===== config.mk =====
export PLATFORM = sky130hd
export DESIGN_NAME = event_encoder_16to4
export DESIGN_NICKNAME = d
export VERILOG_FILES = /design/src/rtl/event_enc_pkg.sv /design/src/rtl/event_encoder_16to4_prio_pick.sv /design/src/rtl/event_encoder_16to4.sv
export SDC_FILE = /design/constraint.sdc
export NUM_CORES = 1
export LEC_CHECK = 0
export CORE_MARGIN = 2
export CORE_UTILIZATION = 41
export DETAILED_ROUTE_END_ITERATION = 7
export PLACE_DENSITY = 0.59
export SLEW_MARGIN = 10
export SYNTH_ARGS = -nofsm -noshare
export SYNTH_HDL_FRONTEND = slang
export SYNTH_SLANG_ARGS = --single-unit

===== constraint.sdc =====
create_clock -name clk -period 5.55 [get_ports clk]
set_clock_uncertainty 0.15 [all_clocks]
set_input_delay 0.8325 -clock clk [delete_from_list [all_inputs] [get_ports clk]]
set_output_delay 0.8325 -clock clk [all_outputs]
set_load 0.01 [all_outputs]

===== src/rtl/event_enc_pkg.sv =====
// Shared constants and helpers for the 16-to-4 event encoder.
package event_enc_pkg;

  localparam int N_REQ  = 16;
  localparam int CODE_W = 4;

  function automatic logic [15:0] onehot16(input logic [3:0] c);
    return 16'(1) << c;
  endfunction

  function automatic logic [4:0] popcount16(input logic [15:0] v);
    logic [4:0] n;
    n = '0;
    for (int i = 0; i < 16; i++) n = n + 5'(v[i]);
    return n;
  endfunction

endpackage


===== src/rtl/event_encoder_16to4_prio_pick.sv =====
// Combinational picker: first set bit of avail searching upward from start, wrapping.
module prio_pick (
  input  logic [15:0] avail,
  input  logic [3:0]  start,
  output logic [3:0]  idx,
  output logic        any
);
  import event_enc_pkg::*;

  logic [3:0] j;

  always_comb begin
    idx = '0;
    any = 1'b0;
    j   = '0;
    for (int i = 0; i < N_REQ; i++) begin
      j = start + 4'(i);
      if (avail[j] && !any) begin
        idx = j;
        any = 1'b1;
      end
    end
  end

endmodule


===== src/rtl/event_encoder_16to4.sv =====
// Captures 16 event pulses into a pending set and serializes them as 4-bit codes.
// Define EVENT_ENCODER_ROUND_ROBIN_EN for rotating priority; default is lowest-index-first.
module event_encoder_16to4 #(
  parameter int N_REQ  = 16,
  parameter int CODE_W = 4
) (
  input  logic              clk,
  input  logic              rst,
  input  logic [N_REQ-1:0]  req,
  input  logic              ready,
  output logic              valid,
  output logic [CODE_W-1:0] code,
  output logic [CODE_W:0]   pending_cnt,
  output logic              drop
);
  import event_enc_pkg::*;

  logic [N_REQ-1:0]  pending;
  logic [N_REQ-1:0]  clr, avail, pend_nxt;
  logic              accept, load, any;
  logic [CODE_W-1:0] idx, start;

  assign accept   = valid & ready;
  assign clr      = accept ? onehot16(code) : '0;
  // set wins over clear so a re-fired event is re-queued
  assign pend_nxt = (pending & ~clr) | req;
  assign avail    = pending & ~clr;
  assign load     = !valid || accept;

`ifdef EVENT_ENCODER_ROUND_ROBIN_EN
  logic [CODE_W-1:0] last;

  assign start = last + 4'd1;

  always_ff @(posedge clk) begin
    if (rst)         last <= 4'hF;
    else if (accept) last <= code;
  end
`else
  assign start = '0;
`endif

  prio_pick u_pick (
    .avail (avail),
    .start (start),
    .idx   (idx),
    .any   (any)
  );

  always_ff @(posedge clk) begin
    if (rst) begin
      pending     <= '0;
      valid       <= 1'b0;
      code        <= '0;
      pending_cnt <= '0;
      drop        <= 1'b0;
    end else begin
      pending     <= pend_nxt;
      pending_cnt <= popcount16(pend_nxt);
      if (|(req & pending & ~clr)) drop <= 1'b1;
      // code only moves when the consumer is not stalled on it
      if (load) begin
        valid <= any;
        if (any) code <= idx;
      end
    end
  end

endmodule

==> results of run 1 <==
-- through the flow --
| step | total power, µW | worst slack (ns) | instances |
|---|---|---|---|
| 5_1_grt | 815 | 0.0552 | 341 |
| 6_report | 737 | 0.321 | 341 |
| 3_3_place_gp | 634 | 0.0481 | 337 |
| 2_1_floorplan | 509 | 0.716 | 244 |
| 3_5_place_dp | 635 | 0.0283 | 337 |
| 4_1_cts | 751 | 0.318 | 341 |
-- power by group --
group	internal (µW)	leakage [µW]	total (µW)	switching [µW]
Combinational	190	0.000701	376	186
Sequential	221	0.000226	246	25.0
Clock	51.5	0.0000228	115	63.1
Total	463	0.000949	737	274
-- cells by family (layout without fill, tap and decap cells) --
kind of cell    count (synthesis)  after routing
simple gates                   96             96
xor+xnor                        2              2
flops                          27             27
buf+inv                        31             58
mux                             9              9
compound gates                 64             64
fa+ha+maj                      15             15
-- sequential cells by signal, summed over array words and instances (netlist names) --
name / count
valid: 1
pending: 16
drop: 1
code: 4
pending_cnt: 5
-- per-layer routing --
metal	share of wire [%]	vias up
met5	0	-
met2	47	43
met4	0.89	0
li1	-	929
met1	48	901
met3	3.9	4
-- layout by cell type, fill, tap and decap left out, types with 4 or more instances in the layout --
cell,count
inv_1,15
ha_1,5
nand2_1,10
nand2b_1,4
a211oi_1,4
fa_1,10
a21oi_1,7
mux2i_1,6
o21a_1,7
dfxtp_1,27
a22oi_1,4
o21ai_0,8
nand3_1,8
nor2b_1,18
a31oi_1,4
nor3_1,6
buf_4,10
or2_2,10
clkdlybuf4s50_1,29
nor2_1,25
-- cell type report --
| cell class | count | area (µm²) |
|---|---|---|
| Fill cell | 520 | 2550 |
| Timing Repair Buffer | 39 | 365 |
| Multi-Input combinational cell | 186 | 1460 |
| Sequential cell | 27 | 541 |
| Tap cell | 70 | 87.6 |
| Inverter | 15 | 56.3 |
| Clock buffer | 4 | 45.0 |
-- critical path, delay by kind of cell --
family | cells | cell delay, ns
buffers and inverters | 5 | 0.87
and+or+nand+nor | 3 | 0.70
AOI/OAI and AO/OA | 2 | 0.32
adders and majority gates | 6 | 2.54
-- worst min-delay path by stage --
stage | cells after the start | slack [ns] | endpoint
after floorplan | 4 | 0.44 | drop
after detailed placement | 2 | 0.46 | code[2]
after global routing | 2 | 0.56 | code[3]
after CTS | 2 | 0.48 | code[2]
final | 2 | 0.47 | code[2]
after global placement | 2 | 0.44 | code[2]
==> flow_summary_export.csv, run 1 <==
group,metric,value,unit
timing,max-slew-margin-rel,23.5,%
grt,track_usage,19.4,%
clocking,root_buffer,"clkbuf_8",
grt,antenna_found_initial,0,
timing,setup-tns-final,0,ns
grt,grt_use_met2,32.1,%
synthesis,synth_top_family_by_area,"simple AND/OR/NAND/NOR gates",
grt,globalRouteOverflowTotal,0,
detailed_routing,antenna_left,0,
synthesis,ys_top_cells_by_count,"dfxtp_1, nor2_1, nor2b_1, inv_1",
synthesis,netlist_area,2170,µm²
synthesis,syn_nets,278,
grt,top_usage_layer,"met2",
synthesis,yosysSeqAreaShare,24.9,%
detailed_routing,first_pass_iters,4,
timing,maxSlewViolCount,0,
worst_setup_path,crit_path_start_kind,"primary input",
worst_setup_path,crit_end,"pending_cnt[4]",
grt,grtUsageMet3,2.82,%
clocking,cts_buffers,3,
timing,worst_hold_slack,0.474,ns
clocking,cts.repair.resized,0,
synthesis,async_flop_share,0,%
synthesis,ys_types,54,
synthesis,synthMuxAreaShare,4.33,%
synthesis,synth-simple-area-share,26.1,%
synthesis,synth_fa_ha_area_share,12.1,%
placement,dp_hpwl,4360,µm
clocking,post_cts_buffers,0,
placement,place_congestion,0.827,
power,p_leak,0.000949,µW
worst_setup_path,critPathSlowestCell,"clkdlybuf4s50_1",
synthesis,synth-xor-area-share,0.808,%
synthesis,synth_compound_gate_area_share,24.1,%
worst_setup_path,crit_start,"ready",
floorplan,start_util,42.5,%
floorplan,rows,26,
placement,dpl_cell_area,2510,µm²
placement,io_buffer_count,29,
worst_setup_path,cp-end-kind,"register",
layout,nets,306,
min_path,hp-start,"code[2]",
power,ir_worst_vdd,0.230,mV
layout,drive_above_1_share,12.9,%
worst_setup_path,arrival,5.27,ns
clocking,htree_levels,1,
worst_setup_path,r2r_setup_slack,0.85,ns
layout,fin_util,50.1,%
detailed_routing,routedWlPerCell,15.9,µm
clocking,clk_pin_slew_worst_paths,0.10,ns
worst_setup_path,worstReg2RegEnd,"pending_cnt[4]",
clocking,postCtsHoldBufs,0,
synthesis,synthTopCellsByArea,"dfxtp_1, fa_1, nor2b_1",
grt,grt_max_degree,30,
worst_setup_path,critPathMaxStageDelay,0.65,ns
worst_setup_path,worstRegToRegCells,16,
worst_setup_path,regToRegStartpoint,"code[1]",
worst_setup_path,required,5.59,ns
floorplan,die_x,76.7,µm
floorplan,fp.dieH,76.7,µm
worst_setup_path,cp_max_fo,10,
timing,rsz0062_at_grt,"false",
worst_setup_path,crit_chain,"clkdlybuf4s50_1, nand4b_1, o21a_1, or2_2, fa_1, inv_1, fa_1, fa_1, inv_1, fa_1, ha_1, inv_1, fa_1, inv_1, a21oi_1, nor3b_1",
clocking,clk_path_buf_depth,2,
power,p_per_area,288,nW/µm²
worst_setup_path,timing_worst_setup_path_type,"primary input to register",
layout,antenna_cells,0,
timing,min_period_over_period,94.2,%
min_path,hold_path_class,"register to register",
detailed_routing,wl,5410,µm
floorplan,die_area,5890,µm²
synthesis,synth-edff-count,0,
clocking,cts_tree,"done",
detailed_routing,viasPerCell,5.50,
detailed_routing,drt_iter0_markers,189,
synthesis,ys_warn_count,0,
timing,finalSetupViolations,0,
worst_setup_path,path_common_cell,"fa_1",
synthesis,avgSynthCellArea,8.89,µm²
layout,design_area,2560,µm²
synthesis,yosysTopAreaCell,"dfxtp_1",
job,drv_cap,0,
grt,grt_pass1_wl,9210,µm
timing,max_freq,191,MHz
synthesis,post-synth-top-count-cell,"dfxtp_1",
timing,hold_viol,0,
floorplan,ios,30,
clocking,clock-sinks,27,
grt,grt.met1_usage,26.7,%
layout,area_growth,17.9,%
timing,period_needed,5.23,ns
synthesis,synth-seq-cells,27,
grt,grt_pass1_vias,1868,
detailed_routing,via_count,1877,
synthesis,yosys.area.top_type_share,24.9,%
clocking,clk_latency,0.28,ns
synthesis,synth_cells,244,
detailed_routing,route.detailed.drc,0,
timing,worstMarginPinSlew,1.14,ns
floorplan,coreArea,5110,µm²
run_status,status,"complete, no violations",
synthesis,synth_top_flop_cell,"dfxtp_1",
Power figures use the tool's default switching activity.
==> run 2, diff against run 1 <==
--- a/config.mk
+++ b/config.mk
@@ -8,7 +8,6 @@
 export CORE_MARGIN = 2
 export CORE_UTILIZATION = 41
 export DETAILED_ROUTE_END_ITERATION = 7
-export PLACE_DENSITY = 0.59
 export SLEW_MARGIN = 10
 export SYNTH_ARGS = -nofsm -noshare
 export SYNTH_HDL_FRONTEND = slang
==> run 2 against run 1 <==
Effect of this change:
- maximum frequency up 1.9%
- via count up 0.48%
- highest routed layer unchanged
- die area unchanged
- wire length up 1.0%
- count of clock-buffer cells in the layout down 1
- combinational power down 2%
- largest power group unchanged
- hold slack better by 0.016 ns
==> flow_summary_export.csv, run 2 (synthesis results as in run 1) <==
group,metric,value,unit
timing,max_freq,195,MHz
layout,area_growth,18.7,%
worst_setup_path,required,5.61,ns
worst_setup_path,cp_max_fo,10,
clocking,cts_tree,"done",
power,p_clk_share,16.0,%
floorplan,die_area,5890,µm²
layout,nets,308,
floorplan,coreArea,5110,µm²
layout,multi_input_area,1460,µm²
grt,track_usage,19.7,%
timing,finalSetupViolations,0,
layout,seqCellArea,541,µm²
timing,min_period_over_period,92.5,%
power,p_leak,0.000961,µW
detailed_routing,via_count,1886,
grt,antenna_found_initial,0,
grt,globalRouteOverflowTotal,0,
detailed_routing,antenna_left,0,
detailed_routing,drt_iter0_markers,143,
worst_setup_path,arrival,5.19,ns
clocking,htree_levels,1,
worst_setup_path,cp-end-kind,"register",
placement,dpl_cell_area,2530,µm²
clocking,cts_buffers,3,
layout,drive_above_1_share,13.9,%
floorplan,ios,30,
power,ir_worst_vdd,0.199,mV
timing,worstMarginPinSlew,0.526,ns
timing,maxSlewViolCount,0,
power,switching_share,37.7,%
floorplan,start_util,42.5,%
power,pwr-share-comb,50.2,%
layout,largest-register,"pending",
clocking,post_cts_buffers,0,
timing,setup-tns-final,0,ns
placement,place_congestion,0.866,
timing,period_needed,5.13,ns
timing,max-slew-margin-rel,64.9,%
layout,antenna_cells,0,
layout,final_cell_mix,"clkdlybuf4s50_1, dfxtp_1, nor2_1",
detailed_routing,route.detailed.drc,0,
placement,io_buffer_count,29,
layout,design_area,2570,µm²
floorplan,rows,26,
clocking,root_buffer,"clkbuf_8",
clocking,clk_path_buf_depth,2,
layout,fin_util,50.4,%
run_status,status,"complete, no violations",
detailed_routing,routedWlPerCell,15.9,µm
detailed_routing,wl,5470,µm
power,p_per_area,287,nW/µm²
clocking,cts.repair.resized,0,
clocking,clk_latency,0.28,ns
clocking,clock-sinks,27,
power,seqPwrFrac,33.8,%
power,intPower,460,µW
grt,grt_max_degree,30,
min_path,hold_path_class,"register to register",
clocking,clk_pin_slew_worst_paths,0.10,ns
layout,largest_reg_flops,16,
layout,final_common_cell,"clkdlybuf4s50_1",
timing,hold_viol,0,
job,drv_cap,0,
grt,grt_pass1_wl,9380,µm
timing,rsz0062_at_grt,"false",
clocking,postCtsHoldBufs,0,
placement,dp_hpwl,4340,µm
worst_setup_path,crit_path_start_kind,"primary input",
power,p_switching,278,µW
grt,grt_pass1_vias,1868,
floorplan,fp.dieH,76.7,µm
worst_setup_path,timing_worst_setup_path_type,"primary input to register",
layout,reg.largest.list,"pending x16, pending_cnt x5, code x4",
detailed_routing,viasPerCell,5.50,
detailed_routing,first_pass_iters,4,
layout,layout.filler_cells,496,
floorplan,die_x,76.7,µm
==> run 2: cell count changes in the layout (fill, tap and decap cells not counted), sizes merged <==
cell / change
clkinv: +1
clkbuf: -1
buf: +2
==> run 2: critical path: stages <==
cell	delay [ns]
clkdlybuf4s50_1	0.46
buf_4	0.16
and4bb_2	0.26
a21boi_0	0.13
or2_2	0.33
fa_1	0.54
inv_1	0.06
fa_1	0.47
fa_1	0.52
inv_1	0.05
fa_1	0.49
ha_1	0.16
inv_1	0.06
fa_1	0.39
inv_1	0.07
a21oi_1	0.06
nor3b_1	0.16
==> run 2: final timing paths <==
| path | start | end | cells after the start | slack, ns |
|---|---|---|---|---|
| worst min register to register | code[2] | code[2] | 2 | 0.49 |
| worst min-delay path | code[2] | code[2] | 2 | 0.49 |
| worst max-delay path | ready | pending_cnt[4] | 17 | 0.42 |
| worst max register to register | code[0] | pending_cnt[4] | 15 | 0.89 |
==> run 2: final cells by class <==
| type | instances | area share (%) |
|---|---|---|
| clock buffer | 3 | 1.60 |
| clock inverter | 1 | 0.194 |
| inverter | 15 | 2.19 |
| multi-input combinational | 186 | 56.8 |
| sequential | 27 | 21.0 |
| tap | 70 | 3.40 |
| timing repair buffer | 41 | 14.8 |
==> run 2: power groups by stage <==
stage	Sequential (µW)	Combinational, µW	Clock, µW
2_1_floorplan	249	260	0
3_3_place_gp	254	372	0
3_5_place_dp	254	373	0
4_1_cts	249	377	121
5_1_grt	254	422	129
6_report	249	370	118
==> run 2: per-layer routing <==
metal  wire [µm]  vias to the layer above  track usage, %  part of all wire [%]
met3         233                        8            2.82                   4.3
met2        2500                       59            31.1                    46
met4          91                        0            5.64                   1.7
met1        2650                      887            28.0                    48
met5           0                        -               0                     0
li1            -                      932               -                     -
==> run 2: per-stage QoR <==
| stage | hold slack [ns] | std cells | setup slack, ns | total power, µW |
|---|---|---|---|---|
| 2_1_floorplan | 0.437 | 244 | 0.716 | 509 |
| 5_1_grt | 0.539 | 343 | 0.225 | 805 |
| 4_1_cts | 0.501 | 343 | 0.412 | 748 |
| 3_3_place_gp | 0.467 | 339 | 0.147 | 626 |
| 6_report | 0.491 | 343 | 0.418 | 737 |
| 3_5_place_dp | 0.477 | 339 | 0.134 | 627 |
